$ cat src/rtl/tdm_demux.sv
// Time-division demultiplexer: receives a word-serial TDM stream, hunts for and locks to the
// frame-sync marker on slot 0, and steers each slot's word into its own holding register.
// Every output is registered, giving one cycle of latency from an accepted word to its strobe.
module tdm_demux #(
  parameter int unsigned N_CH = 4,
  parameter int unsigned W    = 8
) (
  input  logic              clk,
  input  logic              rst_n,
  input  logic [W-1:0]      in_data,
  input  logic              in_valid,
  input  logic              frame_sync,
  output logic [N_CH*W-1:0] out_data,
  output logic [N_CH-1:0]   out_valid,
  output logic              frame_done,
  output logic              sync_err,
  output logic              locked
);

  localparam int unsigned CntW = (N_CH > 1) ? $clog2(N_CH) : 1;
  localparam logic [CntW-1:0] LastSlot = CntW'(N_CH - 1);
  localparam logic [CntW-1:0] SlotOne  = CntW'(1);

  typedef enum logic [0:0] {StHunt, StLocked} state_e;

  state_e              state_q, state_d;
  logic [CntW-1:0]     cnt_q, cnt_d;
  logic [N_CH*W-1:0]   data_q, data_d;
  logic [N_CH-1:0]     valid_q, valid_d;
  logic                done_q, done_d;
  logic                err_q, err_d;

  // Write request decoded from the current word, consumed by the holding-register update
  logic                wr_en;
  logic [CntW-1:0]     wr_ch;

  // State, slot counter, holding registers and strobes; async reset clears all of them
  always_ff @(posedge clk or negedge rst_n) begin
    if (!rst_n) begin
      state_q <= StHunt;
      cnt_q   <= '0;
      data_q  <= '0;
      valid_q <= '0;
      done_q  <= 1'b0;
      err_q   <= 1'b0;
    end else begin
      state_q <= state_d;
      cnt_q   <= cnt_d;
      data_q  <= data_d;
      valid_q <= valid_d;
      done_q  <= done_d;
      err_q   <= err_d;
    end
  end

  // Next-state: alignment tracking, slot counting and per-word write decision
  always_comb begin
    state_d = state_q;
    cnt_d   = cnt_q;
    wr_en   = 1'b0;
    wr_ch   = '0;
    done_d  = 1'b0;
    err_d   = 1'b0;

    if (in_valid) begin
      unique case (state_q)
        StHunt: begin
          // Unsynced words are dropped until a slot-0 marker is seen
          if (frame_sync) begin
            wr_en   = 1'b1;
            wr_ch   = '0;
            cnt_d   = SlotOne;
            state_d = StLocked;
          end
        end
        StLocked: begin
          if (frame_sync) begin
            // Sync on slot 0 is a normal frame start; anywhere else abandons the partial
            // frame and resyncs immediately on this word
            wr_en = 1'b1;
            wr_ch = '0;
            cnt_d = SlotOne;
            err_d = (cnt_q != '0);
          end else if (cnt_q == '0) begin
            // Missing sync: drop the word and go back to hunting
            err_d   = 1'b1;
            cnt_d   = '0;
            state_d = StHunt;
          end else begin
            wr_en = 1'b1;
            wr_ch = cnt_q;
            if (cnt_q == LastSlot) begin
              cnt_d  = '0;
              done_d = 1'b1;
            end else begin
              cnt_d = cnt_q + SlotOne;
            end
          end
        end
        default: begin
          state_d = StHunt;
          cnt_d   = '0;
        end
      endcase
    end
  end

  // Holding-register update and one-hot valid strobe for the selected channel
  always_comb begin
    data_d  = data_q;
    valid_d = '0;
    for (int unsigned k = 0; k < N_CH; k++) begin
      if (wr_en && (wr_ch == CntW'(k))) begin
        data_d[k*W +: W] = in_data;
        valid_d[k]       = 1'b1;
      end
    end
  end

  // Outputs: straight from registers so they clear as soon as reset asserts
  always_comb begin
    out_data   = data_q;
    out_valid  = valid_q;
    frame_done = done_q;
    sync_err   = err_q;
    locked     = (state_q == StLocked);
  end

`ifndef SYNTHESIS
  // Strobe sanity: at most one channel strobe, and a frame never completes on an error
  always_ff @(posedge clk) begin
    if (rst_n) begin
      assert ($onehot0(valid_q))
        else $error("out_valid has more than one bit set");
      assert (!(done_q && err_q))
        else $error("frame_done coincides with sync_err");
    end
  end
`endif

endmodule

$ cat config.mk
export PLATFORM = sky130hd
export DESIGN_NAME = tdm_demux
export DESIGN_NICKNAME = d
export VERILOG_FILES = /design/src/rtl/tdm_demux.sv
export SDC_FILE = /design/constraint.sdc
export NUM_CORES = 1
export LEC_CHECK = 0
export BUFFER_PORTS_ARGS = -buffer_cell sky130_fd_sc_hd__buf_2
export CAP_MARGIN = 20
export CORE_ASPECT_RATIO = 0.5
export CORE_MARGIN = 2
export CORE_UTILIZATION = 35
export CTS_BUF_LIST = sky130_fd_sc_hd__clkbuf_2 sky130_fd_sc_hd__clkbuf_4 sky130_fd_sc_hd__clkbuf_8
export DETAILED_ROUTE_END_ITERATION = 6
export PLACE_DENSITY = 0.59
export RECOVER_POWER = 100
export SKIP_LAST_GASP = 1
export SLEW_MARGIN = 20
export SYNTH_ARGS = -nofsm -noshare
export SYNTH_HDL_FRONTEND = slang
export SYNTH_SLANG_ARGS = --single-unit
export TNS_END_PERCENT = 100
$ cat constraint.sdc
create_clock -name clk -period 6.8 [get_ports clk]
set_clock_uncertainty 0.15 [all_clocks]
set_input_delay 1.36 -clock clk [delete_from_list [all_inputs] [get_ports clk]]
set_output_delay 1.36 -clock clk [all_outputs]
set_load 0.01 [all_outputs]
# --- After elaboration in Yosys (flattened, before gate mapping) ---
# Cells that the tools add are included.
word_totals:
  elab_cells: 51
  memories: 0
  latchBits: 0
  rom_bits: 0
  mem_bits_rw: 0
  register_bits: 41
  output_inout_bits: 39
op_classes:
  shift: 0
  multipliers: 0
  n_eq_ne: 5
  div_mod_pow: 0
  bitwise_logic: 1
  n_reduce_logical: 8
  magnitude_cmp: 0
  mux: 27
  addsub: 1
op_table:
  columns: ["operator", "count"]
  rows:
  - ["$mux 1", 17]
  - ["$mux 2", 7]
  - ["$pmux 2 s2", 2]
  - ["$eq 2x2->1 const B", 3]
  - ["$logic_and 1x1->1", 4]
  - ["$logic_not 2->1", 2]
  - ["$add 2x1->2 const B", 1]
  - ["$eq 2x1->1 const B", 1]
  - ["$ne 2x2->1 const B", 1]
  - ["$pmux 1 s2", 1]
  - ["$reduce_and 2->1", 1]
  - ["$reduce_bool 2->1", 1]
  - ["$not 1->1", 1]

# --- Longest topological paths before layout ---
logic_depth:
  ltp_word: 8
  depth_mapped: 6
  depth_no_buf: 6

# --- Worst setup path before layout ---
# Ideal clock, no wire load.
synth_path:
  path_kind: "input port to flip-flop"
  start: "in frame_sync"
  end: "reg data_q[24] (netlist: out_data[24])"
  arrival_ns: 2.667
  stages: 5
  setup_time_ns: 0.125
  slack_ns: 3.858
  n_path_buf: 1
  cell_sequence: "buf_6 inv_1 ha_1 nor4_4 mux2_2"
synth_between:
  elab_chain_len: 5
  elab_cells_between_ends: 9
  classes_between: "1 x eq/ne; 7 x mux; 1 x reduce/logical"
synth_rtl:
  columns: ["element", "line_no", "source"]
  rows:
  - ["start, declared", "12", "input logic frame_sync,"]
  - ["$mux 2", "77", "if (frame_sync) begin"]
  - ["$pmux 2 s2", "66", "unique case (state_q)"]
  - ["$mux 2", "65", "if (in_valid) begin"]
  - ["$eq 2x2->1", "113", "if (wr_en && (wr_ch == CntW'(k))) begin"]
  - ["$logic_and 1x1->1 *", "113", null]
  - ["end signal, assigned", "49", "data_q <= data_d;"]
  - ["end, declared", "28", "logic [N_CH*W-1:0] data_q, data_d;"]
# Every way passes the cells marked *; elsewhere a longest branch is shown, timed or not.
# A chain may end at the register's enable or synchronous reset.

# --- Worst setup path after layout ---
layout_path:
  start: "in frame_sync"
  end: "reg data_q[28] (netlist: out_data[28])"
# The elaborated chain is that of the path after synthesis.

==> results.json <==
{
  "routed_wl_mm": 3.22,
  "syn_nets": 122,
  "setup_viol": 0,
  "grt_max_degree": 42,
  "p_clk_share_pct": 24.3,
  "end_kind": "register",
  "drive_gt1_share_pct": 29.2,
  "die_w_microns": 102,
  "critPathArrivalTime_ps": 3820,
  "pre_cts_ws_ps": 3540,
  "hold_viol_final": 0,
  "power.internal_uw": 579,
  "power.density_nw_per_um2": 427,
  "postCtsSetupRepairBufs": 0,
  "ys_seq_area_share_pct": 61.5,
  "syn_area_sq_um": 1670,
  "netlist-cell-type-count": 23,
  "syn_inst": 106,
  "slew_headroom_pct": -43.0,
  "setup_slack_ps": 3010,
  "cts_buffers": 5,
  "p_seq_share_pct": 45.9,
  "yosysTopAreaCellShare_pct": 61.5,
  "setup_tns_ps": 0,
  "postCtsHoldBufs": 0,
  "synth_area_leaders": "dfrtp_1 62%, mux2_2 21%, ha_1 3.0%",
  "grt_pass1_vias": 1026,
  "critPathSlowestCell": "nor4_1",
  "cts_tree": "done",
  "fill_cells": 447,
  "hold_path.class": "register to register",
  "min_period_ps": 3790,
  "path_max_fanout": 9,
  "vdd_drop_max_mv": 0.177,
  "place.gp.congestion": 0.813,
  "leakage_nw": 0.911,
  "grt_antenna_before_repair": 0,
  "die_y_microns": 52.8,
  "combPwrFrac_pct": 29.8,
  "area_growth_pct": 19.4,
  "netSwitchingPower_uw": 272,
  "drc_errors": 0,
  "synth-edff-count": 0,
  "num_vias": 1035,
  "yosys_warnings": 0,
  "failed_checks": "max-capacitance violations, max-slew violations",
  "yosys.cell_count.top_type": "dfrtp_1",
  "cts.clk_slew.worst_paths_ps": 70,
  "dr.max_layer_used": "met4",
  "finalMaxSlewViolations": 62,
  "die_area_sq_um": 5370,
  "fp.coreArea_sq_um": 4490,
  "diodes": 0,
  "nets": 176,
  "cap_violations": 3,
  "first_pass_iters": 2,
  "clk_latency_ps": 290,
  "wl_met1_mm": 1.53,
  "crit_required_ps": 6830,
  "max_freq_mhz": 264,
  "wire_per_inst_microns": 14.2,
  "synthTopCellsByCount": "41 x dfrtp_1, 31 x mux2_2, 5 x inv_1, 4 x ha_1",
  "rows": 17,
  "gr-total-overflow": 0,
  "cts_sinks": 41,
  "sw_frac_of_total_pct": 31.9,
  "io_pins": 51,
  "ctsResizeCount": 0,
  "min_period_over_period_pct": 55.7,
  "crit_chain": "clkbuf_1, inv_1, ha_1, nor4_1, mux2_2",
  "cpPeakStageDelay_ps": 1460,
  "synth_area_per_cell_sq_um": 15.7,
  "path_class": "input port to register",
  "yosysTopAreaCell": "dfrtp_1",
  "cp-start-kind": "input port",
  "track_usage_pct": 13.5,
  "final_antenna_net_count": 0,
  "async_flop_share_pct": 100,
  "cts.path.max_buffers": 2,
  "routed_via_density": 4.56,
  "place_inst": 219,
  "route.met3.wl_microns": 143,
  "rsz0062_at_grt": "no",
  "worstMarginPinSlew_ps": 2150,
  "status": "finished, violations left",
  "htreeDepth": 2,
  "grt_pass1_wl_mm": 5.20,
  "port_buffers": 50,
  "ctsRootBufferMaster": "clkbuf_8",
  "drtIter0Drc": 69,
  "synth-seq-cells": 41,
  "synth_ff_type": "dfrtp_1",
  "start_util_pct": 37.2,
  "met2_length_mm": 1.51,
  "final_cells": 227,
  "dp_hpwl_mm": 2.23
}
[logic make-up (layout without fill, tap and decap cells)]
kind of cell	after synthesis	in the layout	share of synthesized area (%)
AO/OA/AOI/OAI	9	9	4.58
multiplexers	32	32	21.6
buffers and inverters	8	63	2.40
adder cells (fa/ha/maj)	4	4	3.00
flip-flops	41	41	61.5
AND/OR/NAND/NOR	12	12	6.90
[per-layer routing]
metal | GRT usage, % | up-vias
li1 | - | 481
met1 | 18.0 | 530
met2 | 19.2 | 21
met3 | 5.07 | 3
met4 | 6.76 | 0
met5 | 0 | -
[critical path: cells and delay by family]
family	cells	cell delay [ps]
adder cells (fa/ha/maj)	1	250
buffers and inverters	2	300
multiplexers	1	440
AND/OR/NAND/NOR	1	1460
[sequential cells by signal (all words and copies together), names as in the netlist]
signal and flops:
cnt_q 2, locked 1, out_valid 4, out_data 32
sync_err 1, frame_done 1
[power by group through the flow]
stage | registers [mW] | clock network [mW] | logic, mW
after floorplan | 0.429 | 0 | 0.136
after global placement | 0.393 | 0 | 0.290
after detailed placement | 0.394 | 0 | 0.296
after CTS | 0.391 | 0.213 | 0.296
after global routing | 0.404 | 0.224 | 0.281
final | 0.391 | 0.207 | 0.254
[cells in the final DEF (no fill, tap or decap)]
cell type and count:
o2111ai_1 1, clkbuf_4 1, mux2_2 30, nand2b_1 1, ha_1 4, bufinv_16 1
and3b_1 1, o21ai_0 2, a22o_1 1, nor2b_1 2, nand3b_2 1, and2_1 1
inv_1 5, dfrtp_1 41, a21boi_0 1, clkbuf_1 42, buf_2 8, mux2_1 2
o221ai_1 1, clkbuf_8 6, nand3b_1 1, nor2_1 2, nand2_1 1, a31oi_1 1
a21oi_1 2, nor4_1 2
[per-stage QoR]
stage	total power, mW	instance area, sq um	utilization [%]	hold slack, ps
floorplan	0.564	1670	-	379
finish	0.851	1990	44.4	352
global route	0.910	1990	44.4	373
global placement	0.683	1980	44.1	332
CTS	0.899	2100	46.8	354
detailed placement	0.691	1980	44.1	336
[path summary, 6_finish.rpt]
check,start,slack (ps),end,cells past startpoint
setup / recovery,frame_sync,3010,out_data[28],5
hold / removal,out_data[27],350,out_data[27],1
setup reg to reg,cnt_q[0],3600,out_data[28],5
hold reg to reg,out_data[27],350,out_data[27],1
max in group asynchronous,rst_n,3740,frame_done,1
min in group asynchronous,rst_n,1540,out_data[0],1
[area by class of cell]
cell class	count	area (sq um)	area share, %
tap	66	82.6	4.15
multi-input combinational	57	547	27.4
sequential	41	1030	51.5
clock inverter	1	30.0	1.51
timing repair buffer	50	198	9.92
clock buffer	7	90.1	4.52
inverter	5	18.8	0.942
(Power assumes the default switching activity.)
